## config.mk

```make
export PLATFORM = sky130hd
export DESIGN_NAME = secure_regfile
export DESIGN_NICKNAME = d
export VERILOG_FILES = /design/src/rtl/secure_regfile_pkg.sv /design/src/rtl/secure_access_check.sv /design/src/rtl/secure_regfile.sv
export SDC_FILE = /design/constraint.sdc
export NUM_CORES = 1
export LEC_CHECK = 0
export ABC_CLOCK_PERIOD_IN_PS = 18370
export CORE_ASPECT_RATIO = 0.5
export CORE_MARGIN = 2
export CORE_UTILIZATION = 63
export DETAILED_ROUTE_END_ITERATION = 16
export GPL_TIMING_DRIVEN = 0
export PLACE_DENSITY = 0.85
export SETUP_SLACK_MARGIN = 0.05
export SLEW_MARGIN = 20
export SYNTH_ARGS = -nofsm -noshare
export SYNTH_HDL_FRONTEND = slang
export SYNTH_SLANG_ARGS = --single-unit
```

## constraint.sdc

```tcl
create_clock -name clk -period 18.37 [get_ports clk]
set_input_delay 3.674 -clock clk [delete_from_list [all_inputs] [get_ports clk]]
set_output_delay 3.674 -clock clk [all_outputs]
set_load 0.03 [all_outputs]
```

## src/rtl/secure_regfile_pkg.sv

```systemverilog
// Shared types for the secure register file: controller state and response-error encoding.
package secure_regfile_pkg;

  typedef enum logic {
    ST_NORMAL   = 1'b0,
    ST_LOCKDOWN = 1'b1
  } state_e;

  typedef enum logic {
    RSP_OK  = 1'b0,
    RSP_ERR = 1'b1
  } rsp_err_e;

endpackage

```

## src/rtl/secure_access_check.sv

```systemverilog
// Combinational grant/deny decision for one request: thread id, address range, lock bit and state.
module secure_access_check
  import secure_regfile_pkg::*;
#(
  parameter int DEPTH     = 8,
  parameter int ADDR_W    = 3,
  parameter int TID_WIDTH = 4,
  parameter int OWNER_TID = 0
) (
  input  state_e              state,
  input  logic                req_valid,
  input  logic                req_write,
  input  logic                req_lock,
  input  logic [ADDR_W-1:0]   req_addr,
  input  logic [TID_WIDTH-1:0] req_tid,
  input  logic [DEPTH-1:0]    locked,
  output logic                grant,
  output logic                do_read,
  output logic                do_write,
  output logic                do_lock,
  output rsp_err_e            err
);

  logic in_range;
  logic tgt_locked;

  always_comb begin
    in_range   = ({1'b0, req_addr} < (ADDR_W + 1)'(DEPTH));
    grant      = req_valid && (state == ST_NORMAL) &&
                 (req_tid == TID_WIDTH'(OWNER_TID)) && in_range;
    tgt_locked = in_range ? locked[req_addr] : 1'b0;
    do_read    = grant && !req_write;
    // Locking is idempotent, so a lock request ignores the current lock bit.
    do_lock    = grant && req_write && req_lock;
    do_write   = grant && req_write && !req_lock && !tgt_locked;
    err        = (req_valid && !(do_read || do_lock || do_write)) ? RSP_ERR : RSP_OK;
  end

endmodule

```

## src/rtl/secure_regfile.sv

```systemverilog
// Register file restricted to one owner thread, with write-once lock bits and lockdown on repeated violations.
module secure_regfile
  import secure_regfile_pkg::*;
#(
  parameter int DATA_WIDTH = 32,
  parameter int DEPTH      = 8,
  parameter int TID_WIDTH  = 4,
  parameter int OWNER_TID  = 0,
  parameter int VIOL_LIMIT = 4,
  parameter int CNT_W      = 8,
  localparam int ADDR_W    = $clog2(DEPTH)
) (
  input  logic                  clk,
  input  logic                  rst,
  input  logic                  req_valid,
  input  logic                  req_write,
  input  logic                  req_lock,
  input  logic [ADDR_W-1:0]     req_addr,
  input  logic [DATA_WIDTH-1:0] req_wdata,
  input  logic [TID_WIDTH-1:0]  req_tid,
  output logic                  rsp_valid,
  output logic [DATA_WIDTH-1:0] rsp_rdata,
  output logic                  rsp_err,
  output logic [CNT_W-1:0]      viol_count,
  output logic [DEPTH-1:0]      locked,
  output logic                  lockdown
);

  state_e                state;
  logic [DATA_WIDTH-1:0] regs [DEPTH];
  logic                  grant;
  logic                  do_read;
  logic                  do_write;
  logic                  do_lock;
  rsp_err_e              err;
  logic [CNT_W-1:0]      viol_next;

  secure_access_check #(
    .DEPTH    (DEPTH),
    .ADDR_W   (ADDR_W),
    .TID_WIDTH(TID_WIDTH),
    .OWNER_TID(OWNER_TID)
  ) u_check (
    .state    (state),
    .req_valid(req_valid),
    .req_write(req_write),
    .req_lock (req_lock),
    .req_addr (req_addr),
    .req_tid  (req_tid),
    .locked   (locked),
    .grant    (grant),
    .do_read  (do_read),
    .do_write (do_write),
    .do_lock  (do_lock),
    .err      (err)
  );

  always_comb begin
    viol_next = viol_count + 1'b1;
    lockdown  = (state == ST_LOCKDOWN);
  end

  always_ff @(posedge clk or posedge rst) begin
    if (rst) begin
      state      <= ST_NORMAL;
      locked     <= '0;
      viol_count <= '0;
      rsp_valid  <= 1'b0;
      rsp_err    <= 1'b0;
      rsp_rdata  <= '0;
      for (int unsigned i = 0; i < DEPTH; i++) begin
        regs[i] <= '0;
      end
    end else begin
      rsp_valid <= req_valid;
      rsp_err   <= (err == RSP_ERR);
      rsp_rdata <= do_read ? regs[req_addr] : '0;

      if (do_write) begin
        regs[req_addr] <= req_wdata;
      end
      if (do_lock) begin
        locked[req_addr] <= 1'b1;
      end

      // Counter and lockdown advance on the same edge that registers the error response.
      if (err == RSP_ERR) begin
        if (viol_count != '1) begin
          viol_count <= viol_next;
        end
        if ((state == ST_NORMAL) && (viol_count != '1) &&
            (viol_next == CNT_W'(VIOL_LIMIT))) begin
          state <= ST_LOCKDOWN;
        end
      end
    end
  end

endmodule
```

==> key figures, run 1 <==
Global routing
  • Met3 global-route usage: 0.0774
  • First-pass GRT wire length: 50,000 um
  • Busiest layer in global routing: met2
  • Largest net degree at the start of global routing: 107
  • Initial antenna violation count: 1
  • Number of global-route vias before repair: roughly 8,700
  • GRT Residual Overflow: 0
  • Met2 Use GR: 0.509
  • Global routing usage on met1: 0.440
  • GRT Util Overall: 0.320

Clocking
  • TritonCTS clock tree: built
  • Clock Path Buffers: 3
  • Root buffer cell: clkbuf_16
  • H-tree depth reported by CTS: 1
  • Postcts setup bufs: 0
  • CTS clock-pin slew for the worst setup and hold paths: 70 ps
  • Hold buffer count at CTS: 0
  • # resized after CTS: 0
  • Worst-Skew Late Latency: 530 ps
  • Num CTS Buffers: 26
  • Sink Count: 307

Die
  • Die X: 203 um
  • Die ar.: 21,000 sq um
  • Initial Utilization: 0.642
  • Die height: 103 um
  • Core region area: roughly 19,000 sq um
  • Cell row count: 36
  • IO Count: 95

Pwr
  • Power per Cell Area: 95.7 nW/um^2
  • Comb pwr share: 0.100
  • Power, Total: 0.00140 W
  • Leakage power: between 7 and 8 nW
  • Switching Fraction: 0.243
  • Net switching power figure: 0.000340 W
  • Cell Int Power: 0.00106 W
  • Sequential Power Share: 0.516
  • Clk pwr share: 0.384
  • Peak supply drop: between 60 and 70 uV

Setup path
  • CP startpoint kind: primary input
  • CP arrival: 7470 ps
  • CP Class: in2reg
  • R2r endpoint: rsp_rdata[19]
  • Critical path required time: about 19,000 ps
  • RR Startpoint: lockdown
  • Worst reg2reg setup slack: ~15,000 ps
  • FF-to-FF path depth: 7
  • Critical Path End Type: flop
  • CP Max Fanout: 10

Drt
  • Vias per cell: ~6.7
  • Detailed Routing Iterations Pass 1: 5
  • Final ANT Viol Nets: 0
  • Vias after detailed routing: 8,570
  • Routed WL: 33,100 um
  • Initial DRC Count: 750
  • DRC errors left: 0
  • Routed len/inst: 25.9 um

Finish
  • Final Non-Filler Cells: 1,275
  • Share of cells above drive strength 1: 0.308
  • Number of nets in the layout: between 1,000 and 1,500
  • Fin util: 0.752
  • Area Overhead vs Synth: 17.2%

STA
  • Fin. max-slew vios: 0
  • Final TNS setup: 0 ps
  • Worst slew margin: 0.233
  • Endpoints failing setup: 0
  • FMAX: 0.141 GHz
  • Clock Skew: around 9.8 ps
  • Part of the cycle the worst path needs: 0.387
  • Slew @ Worst Pin: between 1000 and 1500 ps
  • RSZ-0062 raised after global routing: false
  • Period minus WS final: between 7000 and 8000 ps
  • Final hold vios: 0
  • PnR worst setup slack: 11,270 ps

Yosys
  • Syn_area_per_cell: 14.3 sq um
  • Syn_nets: 916
  • Post-Syn Instances: 871
  • Number of enable flip-flop cells after synthesis: 0
  • Yosys warning total: 0
  • Number of distinct library cells after synthesis: 40
  • FF+latch count, synth: around 310
  • Primary FF master, synth: dfrtp_1
  • Synthesized area: 12,500 sq um
  • Asr flop ratio synth: 1.00
  • Post-synthesis sequential area ratio: 0.617

Worst hold path
  • Hold EP: locked[5]
  • Worst min-delay path class: reg2reg
  • Worst Hold Depth: 1
  • Worst hold start: locked[5]

Place
  • Port bufs: 94
  • Gpl congestion: 0.862
  • Post-DP HPWL: around 21,000 um
  • Placed cell count: between 1,000 and 1,500
  • Dpl ws: 11,010 ps

Run
  • MaxCap Viol Count: 0

Run status
  • Outcome: finished clean
-- registers in the layout, summed over array words and instances, names as in the netlist --
| register | flops |
|---|---|
| viol_count | 8 |
| lockdown | 1 |
| rsp_valid | 1 |
| regs | 256 |
| locked | 8 |
| rsp_err | 1 |
| rsp_rdata | 32 |
-- through the flow --
stage | hold WS [ps] | instance area (sq um)
global route | 515 | 14600
CTS | 508 | 14600
floorplan | 464 | 12500
finish | 503 | 14600
global placement | 478 | 13700
detailed placement | 489 | 13800
-- power by group through the flow --
stage                     sequential [W]  clock (W)  combinational, W
after CTS                       0.000721   0.000539          0.000140
after detailed placement        0.000734          0          0.000138
after floorplan                 0.000749          0         0.0000584
after global placement          0.000732          0          0.000132
final                           0.000722   0.000537          0.000140
after global routing            0.000724   0.000567          0.000150
-- worst max path at each step --
stage / startpoint / endpoint / slack [ps] / cells after the start
CTS: req_valid / rsp_rdata[19] / 11490 / 8
global placement: rst / rsp_rdata[25] / 3250 / 2
floorplan: rst / lockdown / 6210 / 1
global route: req_valid / rsp_rdata[19] / 11280 / 8
detailed placement: req_valid / rsp_rdata[19] / 11010 / 8
finish: req_valid / rsp_rdata[19] / 11270 / 8
-- layout by cell type (no fill, tap or decap), drive strengths merged, types with 3 or more instances in the layout --
cell and count:
inv 6, nor4 33, o22ai 94, buf 26, o221ai 31, xor2 4
o21bai 8, nor2 4, dfrtp 307, mux2 259, nand3 8, clkbuf 75
o21ai 3, clkdlybuf4s50 94, nand2 11, a211oi 6, or3b 3, a21oi 4
nand3b 3
-- area by class of cell --
cell class                      count  area [sq um]
Fill cell                        1155          4810
Antenna cell                        1          2.50
Inverter                            6          30.0
Timing Repair Buffer               96           996
Tap cell                          266           333
Clock buffer                       38           767
Multi-Input combinational cell    497          4520
Sequential cell                   307          7680
Buffer                             61           240
Clock inverter                      3          40.0
-- cells in the mapped netlist, types with 4 or more instances --
cell | instances | share of area
xor2_1 | 4 | 0.0028
nor2_1 | 4 | 0.0012
nand2_1 | 11 | 0.0033
buf_2 | 9 | 0.0036
dfrtp_1 | 307 | 0.62
clkbuf_1 | 37 | 0.011
o22ai_1 | 94 | 0.047
o21bai_1 | 8 | 0.0048
a21oi_1 | 4 | 0.0016
buf_1 | 15 | 0.0045
nand3_1 | 8 | 0.0032
mux2_2 | 258 | 0.23
a211oi_1 | 6 | 0.0036
inv_1 | 6 | 0.0018
nor4_1 | 32 | 0.016
o221ai_1 | 31 | 0.022
-- critical path, cell delays in order --
cell	delay, ps
clkdlybuf4s50_1	580
nor4b_1	560
and2_1	210
clkbuf_1	330
nor2b_1	640
clkbuf_1	640
o221ai_1	270
nor4_1	550
-- per-layer routing --
metal | part of all wire | vias to the layer above
met5 | 0.00051 | -
met1 | 0.41 | 4499
met2 | 0.47 | 414
li1 | - | 3553
met4 | 0.037 | 2
met3 | 0.088 | 102
-- cells by family after synthesis --
kind of cell | after synthesis | share of synthesized area
compound gates | 152 | 0.0841
mux | 261 | 0.236
simple gates | 78 | 0.0381
xor+xnor | 5 | 0.00351
buf+inv | 67 | 0.0211
flops | 307 | 0.617
fa+ha+maj | 1 | 0.00100
No activity file was read; power rests on OpenSTA's default activity.
==> run 2: changes to the inputs <==
- ABC_CLOCK_PERIOD_IN_PS: 18370 -> 6000
- CORE_UTILIZATION: 63 -> 53
- PLACE_DENSITY: 0.85 -> 0.76
- clock period: 18.37 -> 6 ns (I/O delays scaled with it)
==> run 2 against run 1 <==
Compared with the run above:
- sequential power grew to 3.1 times the previous value
- cell count increased by 4.5%
- design area grew 3.2%
- global-route usage shrank 4.3 points
- critical path depth stayed put
- setup slack got worse by 9800 ps
- total power grew to 3.4 times the previous value
- clock skew rose by 11 ps
- first-iteration DRC count shrank 17%
- die area increased by 18%
- largest cell class unchanged
- largest power group unchanged
==> key figures, run 2 (synthesized netlist as in run 1, its figures left out) <==
Setup path
  • RR Startpoint: lockdown
  • Critical Path End Type: flop
  • Slowest-stage cell, CP: clkbuf_1
  • CP Max Fanout: 10 (unchanged)
  • Worst reg2reg setup slack: 2290 ps (-12,320 ps)
  • Sequence of cells on the critical path: clkdlybuf4s50_1, nor4b_1, and2_1, clkbuf_1, nor2b_1, clkbuf_1, o221ai_1, nor4_1
  • CP startpoint kind: primary input
  • R2r endpoint: rsp_rdata[23]
  • CP peak stage delay: 660 ps (+20 ps)
  • Critical path required time: 6370 ps (-12,370 ps)
  • Top cell family by delay on the critical path: simple AND/OR/NAND/NOR gates
  • CP arrival: 4910 ps (-2560 ps)
  • FF-to-FF path depth: 7 (unchanged)
  • Crit path from: req_valid
  • Crit path buf inv count: 3 (unchanged)
  • CP Class: in2reg
  • CP dominant cell by count: clkbuf_1

STA
  • Fin. max-slew vios: 0 (unchanged)
  • Final hold vios: 0 (unchanged)
  • Part of the cycle the worst path needs: 0.756
  • Slew @ Worst Pin: 1160 ps (+8.02 ps)
  • Clock Skew: 20.6 ps (+10.8 ps)
  • Worst slew margin: 0.227 (-0.00535)
  • Endpoints failing setup: 0 (unchanged)
  • Period minus WS final: 4540 ps
  • FMAX: 0.220 GHz
  • RSZ-0062 raised after global routing: false

Finish
  • Fillers: 1,610 (+39%)
  • Fin util: 0.657 (-0.0953)
  • Most frequent cells in the layout: 307 x dfrtp_1, 258 x mux2_2, 94 x o22ai_1, 94 x clkdlybuf4s50_1, 38 x clkbuf_1
  • Top reg by flops: regs
  • Multi-input gate area in the final layout: 4520 sq um (unchanged)
  • Reg area: 7680 sq um (unchanged)
  • Max reg flops: 256 (unchanged)
  • Largest registers: regs x256, rsp_rdata x32
  • N_diodes: 0 (-1)
  • Commonest non-fill, non-tap cell in the layout: dfrtp_1
  • Share of cells above drive strength 1: 0.324 (+0.0164)
  • Area Overhead vs Synth: 20.9%
  • Number of nets in the layout: 1,049 (+0.87%)

Place
  • Gpl congestion: 0.849 (-1.5%)
  • Post-DP HPWL: 21,900 um (+6.1%)
  • Port bufs: 94 (unchanged)

Global routing
  • First-pass GRT wire length: 52,400 um (+4.9%)
  • Number of global-route vias before repair: 8,885 (+2.6%)
  • GRT Residual Overflow: 0 (unchanged)
  • GRT Util Overall: 0.277 (-0.0430)
  • Largest net degree at the start of global routing: 37 (-65%)
  • Initial antenna violation count: 0 (-1)

Die
  • IO Count: 95 (unchanged)
  • Cell row count: 39 (+8.3%)
  • Die X: 221 um (+8.8%)
  • Die ar.: 24,800 sq um (+18%)
  • Core region area: 22,900 sq um (+18%)
  • Initial Utilization: 0.543 (-0.0985)
  • Die height: 112 um (+8.7%)

Drt
  • Routed WL: 33,800 um (+2.4%)
  • DRC errors left: 0 (unchanged)
  • Routed len/inst: 25.4 um (-2.0%)
  • Vias per cell: 6.35 (-5.5%)
  • Detailed Routing Iterations Pass 1: 5 (unchanged)
  • Initial DRC Count: 625 (-17%)
  • Final ANT Viol Nets: 0 (unchanged)
  • Vias after detailed routing: 8,463 (-1.2%)

Clocking
  • H-tree depth reported by CTS: 1 (unchanged)
  • Num CTS Buffers: 27 (+3.8%)
  • Sink Count: 307 (unchanged)
  • CTS clock-pin slew for the worst setup and hold paths: 70 ps (about the same)
  • Postcts setup bufs: 0 (unchanged)
  • TritonCTS clock tree: built
  • # resized after CTS: 0 (unchanged)
  • Clock Path Buffers: 3 (unchanged)
  • Worst-Skew Late Latency: 550 ps (+20 ps)
  • Root buffer cell: clkbuf_16
  • Hold buffer count at CTS: 0 (unchanged)

Worst hold path
  • Worst min-delay path class: reg2reg
  • Hold EP: regs[23]
  • Worst Hold Depth: 1 (unchanged)
  • Worst hold start: regs[23]

Pwr
  • Leakage power: 7.26 nW (+2.7%)
  • Power per Cell Area: 312 nW/um^2 (+230%)
  • Power, Total: 0.00471 W (+240%)
  • Peak supply drop: 163 uV (+140%)

Run
  • MaxCap Viol Count: 0 (unchanged)

Run status
  • Outcome: finished clean
==> run 2: worst max-delay path by stage <==
stage | to | cells past startpoint
final | rsp_rdata[23] | 8
after global routing | rsp_rdata[23] | 8
after CTS | rsp_rdata[19] | 8
after detailed placement | rsp_rdata[23] | 8
after global placement | rsp_rdata[22] | 2
after floorplan | lockdown | 1
==> run 2: worst reg2reg max path, cell delays in order (launching register included) <==
cell and delay (ps):
dfrtp_1 410, nor4b_1 450, and2_1 190, clkbuf_1 340, nor2b_1 640, clkbuf_1 670
o221ai_1 270, nor4_1 580
==> run 2: power breakdown <==
group          leakage [nW]  total (W)  internal, W  switching, W
Clock                 0.519    0.00206      0.00127      0.000793
Sequential             4.25    0.00221      0.00215     0.0000636
Combinational          2.48   0.000439     0.000184      0.000255
==> run 2: per-layer routing <==
metal | up-vias | track usage | wire [um]
li1 | 3575 | - | -
met1 | 4469 | 0.394 | 15100
met2 | 318 | 0.426 | 15300
met3 | 101 | 0.0649 | 2280
met4 | 0 | 0.0944 | 1190
met5 | - | 0 | 0
==> run 2: final cells by class <==
cell class | count | share of cell area
Timing Repair Buffer | 104 | 0.0767
Tap cell | 307 | 0.0255
Buffer | 61 | 0.0159
Clock inverter | 18 | 0.0220
Multi-Input combinational cell | 497 | 0.300
Sequential cell | 307 | 0.510
Inverter | 6 | 0.00174
Clock buffer | 32 | 0.0487
==> run 2: stage by stage <==
stage	hold WS, ps	area (sq um)	cells	setup WS (ps)	TNS, ps
final	504	15100	1332	1460	0
after global routing	517	15100	1332	1310	0
after CTS	503	15100	1332	1540	0
after detailed placement	487	14000	1282	1010	0
after global placement	476	13800	1272	-1080	-320690
after floorplan	464	12500	871	715	0
==> run 3: changes to the inputs <==
- ABC_CLOCK_PERIOD_IN_PS: 6000 -> 4600
- CORE_UTILIZATION: 53 -> 58
- PLACE_DENSITY: 0.76 -> 0.79
- clock period: 6 -> 4.6 ns (I/O delays scaled with it)
==> run 3 against run 2 <==
Compared with the run above:
- cell count shrank 2.9%
- clock power grew 6%
- global-route usage grew 2.7 points
- register-to-register slack lost 1200 ps
- non-clock buffer count shrank 1
- combinational power grew 29%
- critical path type unchanged
- largest cell class unchanged
- highest routed layer unchanged
==> key figures, run 3 (synthesized netlist as in run 1, its figures left out) <==
Pwr
  • Leakage power: 7.13 nW (-1.7%)
  • Power per Cell Area: 381 nW/um^2 (+22%)
  • Peak supply drop: 236 uV (+46%)

Clocking
  • Postcts setup bufs: 0 (unchanged)
  • Root buffer cell: clkbuf_16
  • # resized after CTS: 0 (unchanged)
  • Clock Path Buffers: 3 (unchanged)
  • Num CTS Buffers: 26 (-3.7%)
  • CTS clock-pin slew for the worst setup and hold paths: 70 ps (about the same)
  • H-tree depth reported by CTS: 1 (unchanged)
  • TritonCTS clock tree: built
  • Hold buffer count at CTS: 0 (unchanged)
  • Sink Count: 307 (unchanged)
  • Worst-Skew Late Latency: 540 ps (about the same)

Worst hold path
  • Worst min-delay path class: reg2reg
  • Worst hold start: lockdown

Place
  • Post-DP HPWL: 21,600 um (-1.6%)
  • Port bufs: 94 (unchanged)
  • Gpl congestion: 0.861 (+1.5%)
  • DP Area: 13,900 sq um (-0.50%)

Global routing
  • GRT Residual Overflow: 0 (unchanged)
  • Largest net degree at the start of global routing: 37 (unchanged)
  • GRT Util Overall: 0.304 (+0.0272)
  • Initial antenna violation count: 0 (unchanged)
  • First-pass GRT wire length: 51,400 um (-1.9%)
  • Number of global-route vias before repair: 8,654 (-2.6%)

Setup path
  • CP peak stage delay: 730 ps (+70 ps)
  • CP arrival: 4450 ps (-460 ps)
  • Slowest-stage cell, CP: clkbuf_1
  • CP startpoint kind: primary input
  • CP Max Fanout: 10 (unchanged)
  • Critical Path End Type: flop
  • Top cell family by delay on the critical path: simple AND/OR/NAND/NOR gates
  • Crit path buf inv count: 3 (unchanged)
  • Crit path from: req_valid
  • RR Startpoint: lockdown
  • Sequence of cells on the critical path: clkdlybuf4s50_1, nor4b_1, and2_1, clkbuf_1, nor2b_1, clkbuf_1, o221ai_1, nor4_1
  • CP Class: in2reg
  • CP dominant cell by count: clkbuf_1
  • Critical path required time: 4980 ps (-1390 ps)

Die
  • Die ar.: 22,700 sq um (-8.4%)
  • Core region area: 20,800 sq um (-9.4%)
  • IO Count: 95 (unchanged)
  • Initial Utilization: 0.599 (+0.0562)
  • Cell row count: 37 (-5.1%)
  • Die height: 108 um (-4.2%)
  • Die X: 211 um (-4.3%)

STA
  • RSZ-0062 raised after global routing: false
  • Final hold vios: 0 (unchanged)
  • FMAX: 0.246 GHz
  • Endpoints failing setup: 0 (unchanged)
  • Period minus WS final: 4070 ps
  • Final TNS setup: 0 ps (unchanged)
  • Slew @ Worst Pin: 1180 ps (+16.0 ps)
  • Clock Skew: 7.83 ps (-12.8 ps)
  • Part of the cycle the worst path needs: 0.885
  • Worst slew margin: 0.217 (-0.0107)
  • Fin. max-slew vios: 0 (unchanged)

Drt
  • Vias after detailed routing: 8,449 (-0.17%)
  • Vias per cell: 6.53 (+2.8%)
  • Initial DRC Count: 686 (+9.8%)
  • DRC errors left: 0 (unchanged)
  • Routed WL: 33,300 um (-1.5%)
  • Final ANT Viol Nets: 0 (unchanged)
  • Detailed Routing Iterations Pass 1: 5 (unchanged)
  • Routed len/inst: 25.8 um (+1.3%)

Finish
  • Most frequent cells in the layout: 307 x dfrtp_1, 258 x mux2_2, 94 x o22ai_1, 94 x clkdlybuf4s50_1, 47 x clkbuf_1
  • Commonest non-fill, non-tap cell in the layout: dfrtp_1
  • Number of nets in the layout: 1,047 (-0.19%)
  • Largest registers: regs x256, rsp_rdata x32
  • Final instance area: 14,800 sq um (-2.0%)
  • Top reg by flops: regs
  • N_diodes: 0 (unchanged)
  • Share of cells above drive strength 1: 0.312 (-0.0115)
  • Max reg flops: 256 (unchanged)
  • Area Overhead vs Synth: 18.5%

Run status
  • Outcome: finished clean

Run
  • MaxCap Viol Count: 0 (unchanged)
-- run 3: cell types whose count changed in the layout (fill, tap and decap cells not counted), sizes merged --
cell,previous run,this run
inv,6,5
clkbuf,69,79
bufinv,9,1
clkinv,6,4
buf,34,33
clkinvlp,3,1
-- run 3: final timing paths --
check / cells past startpoint / endpoint / slack [ps]
setup / recovery: 8 / rsp_rdata[19] / 530
hold / removal: 1 / lockdown / 510
setup reg to reg: 7 / rsp_rdata[19] / 1090
hold reg to reg: 1 / lockdown / 510
max in group asynchronous: 5 / regs[25] / 2720
min in group asynchronous: 2 / lockdown / 810
-- run 3: power by group --
part | leakage, nW | switching, W | internal, W | total (W)
Combinational | 2.47 | 0.000331 | 0.000237 | 0.000568
Sequential | 4.25 | 0.0000842 | 0.00280 | 0.00288
Clock | 0.408 | 0.000975 | 0.00120 | 0.00218
-- run 3: layout make-up --
cell class	instances	area [sq um]
Timing Repair Buffer	103	1130
Buffer	61	240
Multi-Input combinational cell	497	4520
Clock inverter	5	65.1
Tap cell	273	342
Clock buffer	42	771
Fill cell	1362	6020
Sequential cell	307	7680
Inverter	6	26.3
-- run 3: per-layer routing --
metal / global-route usage / wire length [um] / vias up
li1: - / - / 3573
met1: 0.433 / 14600 / 4484
met2: 0.469 / 15200 / 322
met3: 0.0823 / 2750 / 70
met4: 0.0805 / 802 / 0
met5: 0 / 0 / -
-- run 3: through the flow --
stage	util	total power [W]	std cells	setup slack [ps]	hold WS (ps)
floorplan	-	0.00323	871	-405	464
global placement	0.661	0.00346	1238	-2220	476
detailed placement	0.670	0.00350	1247	163	490
CTS	0.711	0.00564	1294	673	505
global route	0.711	0.00581	1294	294	515
finish	0.711	0.00563	1294	528	505
==> edit, RTL diff (flow settings as in run 3) <==
Set the parameter `DATA_WIDTH` to 64 (it was 32).
--- a/src/rtl/secure_regfile.sv
+++ b/src/rtl/secure_regfile.sv
@@ -3,5 +3,5 @@
   import secure_regfile_pkg::*;
 #(
-  parameter int DATA_WIDTH = 32,
+  parameter int DATA_WIDTH = 64,
   parameter int DEPTH      = 8,
   parameter int TID_WIDTH  = 4,
Interface: changed (resized req_wdata and rsp_rdata); port bits go from 95 to 159. No check against the original RTL was run, so the function may have changed too.
==> edit against run 3 <==
  * Die area is 91% higher
  * Combinational power is 36% higher
  * Sequential cell count is 288 higher
  * Cell area is 93% higher
  * Routed wire length is 110% higher
  * Area after synthesis is 94% higher
  * Register-to-register slack better by 270 ps
  * Total power is 85% higher
  * Worst setup slack worse by 370 ps
  * Global-route usage is 2.3 points higher
  * Critical path type unchanged
  * Largest power group unchanged
==> edit: results (changes against run 3) <==
status:
  outcome: "finished, final reports clean"  # unchanged
routing:
  totalWireLength_mm: 69.9  # was 33.3 mm
  routed_via_density: 6.57  # was 6.53
  first_iter_violations: 1460  # was 686
pwr:
  irDropWorstVdd_v: 0.000266  # was 0.000236 V
  pwr.group.combinational_uw: 771  # was 568 µW
placed_design:
  dpl_worst_slack_ps: -441  # was 163 ps
  numPlacedInstances: 2382  # was 1247
  gpl.final_weighted_congestion: 0.855  # was 0.861
synth:
  number_of_distinct_library_cells_after_synthesis: 45  # was 40
  synth_commonest_cells: "595 x sky130_fd_sc_hd__dfrtp_1, 509 x sky130_fd_sc_hd__mux2_2, 204 x sky130_fd_sc_hd__o22ai_1, 45 x sky130_fd_sc_hd__nor2_1, 43 x sky130_fd_sc_hd__buf_4"  # was 307 x sky130_fd_sc_hd__dfrtp_1, 258 x sky130_fd_sc_hd__mux2_2, 94 x sky130_fd_sc_hd__o22ai_1, 37 x sky130_fd_sc_hd__clkbuf_1, 32 x sky130_fd_sc_hd__nor4_1
  synth_seq_area_share: 0.616  # was 0.617
  adder_cell_fraction_of_synth_area: 0.000518  # was 0.00100
  synth.mux.area_fraction: 0.240  # was 0.236
  synth_xor_area_frac: 0.00181  # was 0.00351
  synth_nets: 1742  # was 916
  synthTopCellsByArea: "sky130_fd_sc_hd__dfrtp_1 62%, sky130_fd_sc_hd__mux2_2 24%, sky130_fd_sc_hd__o22ai_1 5.3%"  # was sky130_fd_sc_hd__dfrtp_1 62%, sky130_fd_sc_hd__mux2_2 23%, sky130_fd_sc_hd__o22ai_1 4.7%
global_routing:
  grt_start_max_net_pins: 35  # was 37
  grt_pass1_wl_mm: 105  # was 51.4 mm
  first_global_vias: 16700  # was 8654
  grt_antenna_before_repair: 2  # was 0
cells_and_area:
  largest_registers: "regs: 512 flops, rsp_rdata: 64 flops"  # was regs: 256 flops, rsp_rdata: 32 flops
  multi_input_area_um2: 8600  # was 4520 µm²
  net_count_final: 1971  # was 1047
  fraction_of_final_layout_cells_sized_beyond_drive_strength_1: 0.352  # was 0.312
  fillerInstances: 2677  # was 1362
worst_hold_path:
  whs_endpoint: "regs[312]"  # was lockdown
  hold_path_startpoint: "regs[312]"  # was lockdown
sta:
  whs_ps: 497  # was 505 ps
  finClkSkew_ps: 15.6  # was 7.83 ps
  slew-limit-headroom: 0.117  # was 0.217
  clock.fmax_ghz: 0.225  # was 0.246 GHz
critical_path:
  timing.reg2reg.worst_path_depth: 6  # was 7
  cp_data_arrival_time_ps: 4860  # was 4450 ps
  reg2reg_to: "regs[203]"  # was rsp_rdata[19]
  crit_path_top_delay_cell: "sky130_fd_sc_hd__buf_1"  # was sky130_fd_sc_hd__clkbuf_1
  timing.reg2reg.setup_slack_ps: 1360  # was 1090 ps
cts:
  numCtsBuffers: 50  # was 26
  cts_htree_levels: 2  # was 1
  clkLatencyLatePin_ps: 580  # was 540 ps
==> edit: changes by cell type after synthesis, sizes merged, moves of 6 or more <==
cell           run 3  this run
nor4              33        24
o221ai            31        24
o22ai             94       204
nor2               4        53
mux2             259       514
a211oi             6         0
or4                0        40
buf               24        74
dfrtp            307       595
nand2             11         4
o22a               0        24
==> edit: metal layers <==
metal | global-route usage | wire length, µm | vias up
met1 | 0.449 | 28400 | 8530
met5 | 0 | 0 | -
met3 | 0.0910 | 6990 | 168
met4 | 0.120 | 2560 | 0
met2 | 0.508 | 32000 | 805
li1 | - | - | 6731
==> edit: layout make-up <==
class | count | area share
Antenna cell | 2 | 0.000175
Sequential cell | 595 | 0.522
Timing Repair Buffer | 177 | 0.0711
Multi-Input combinational cell | 948 | 0.302
Buffer | 115 | 0.0226
Clock buffer | 69 | 0.0506
Inverter | 7 | 0.00105
Clock inverter | 19 | 0.00719
Tap cell | 540 | 0.0237
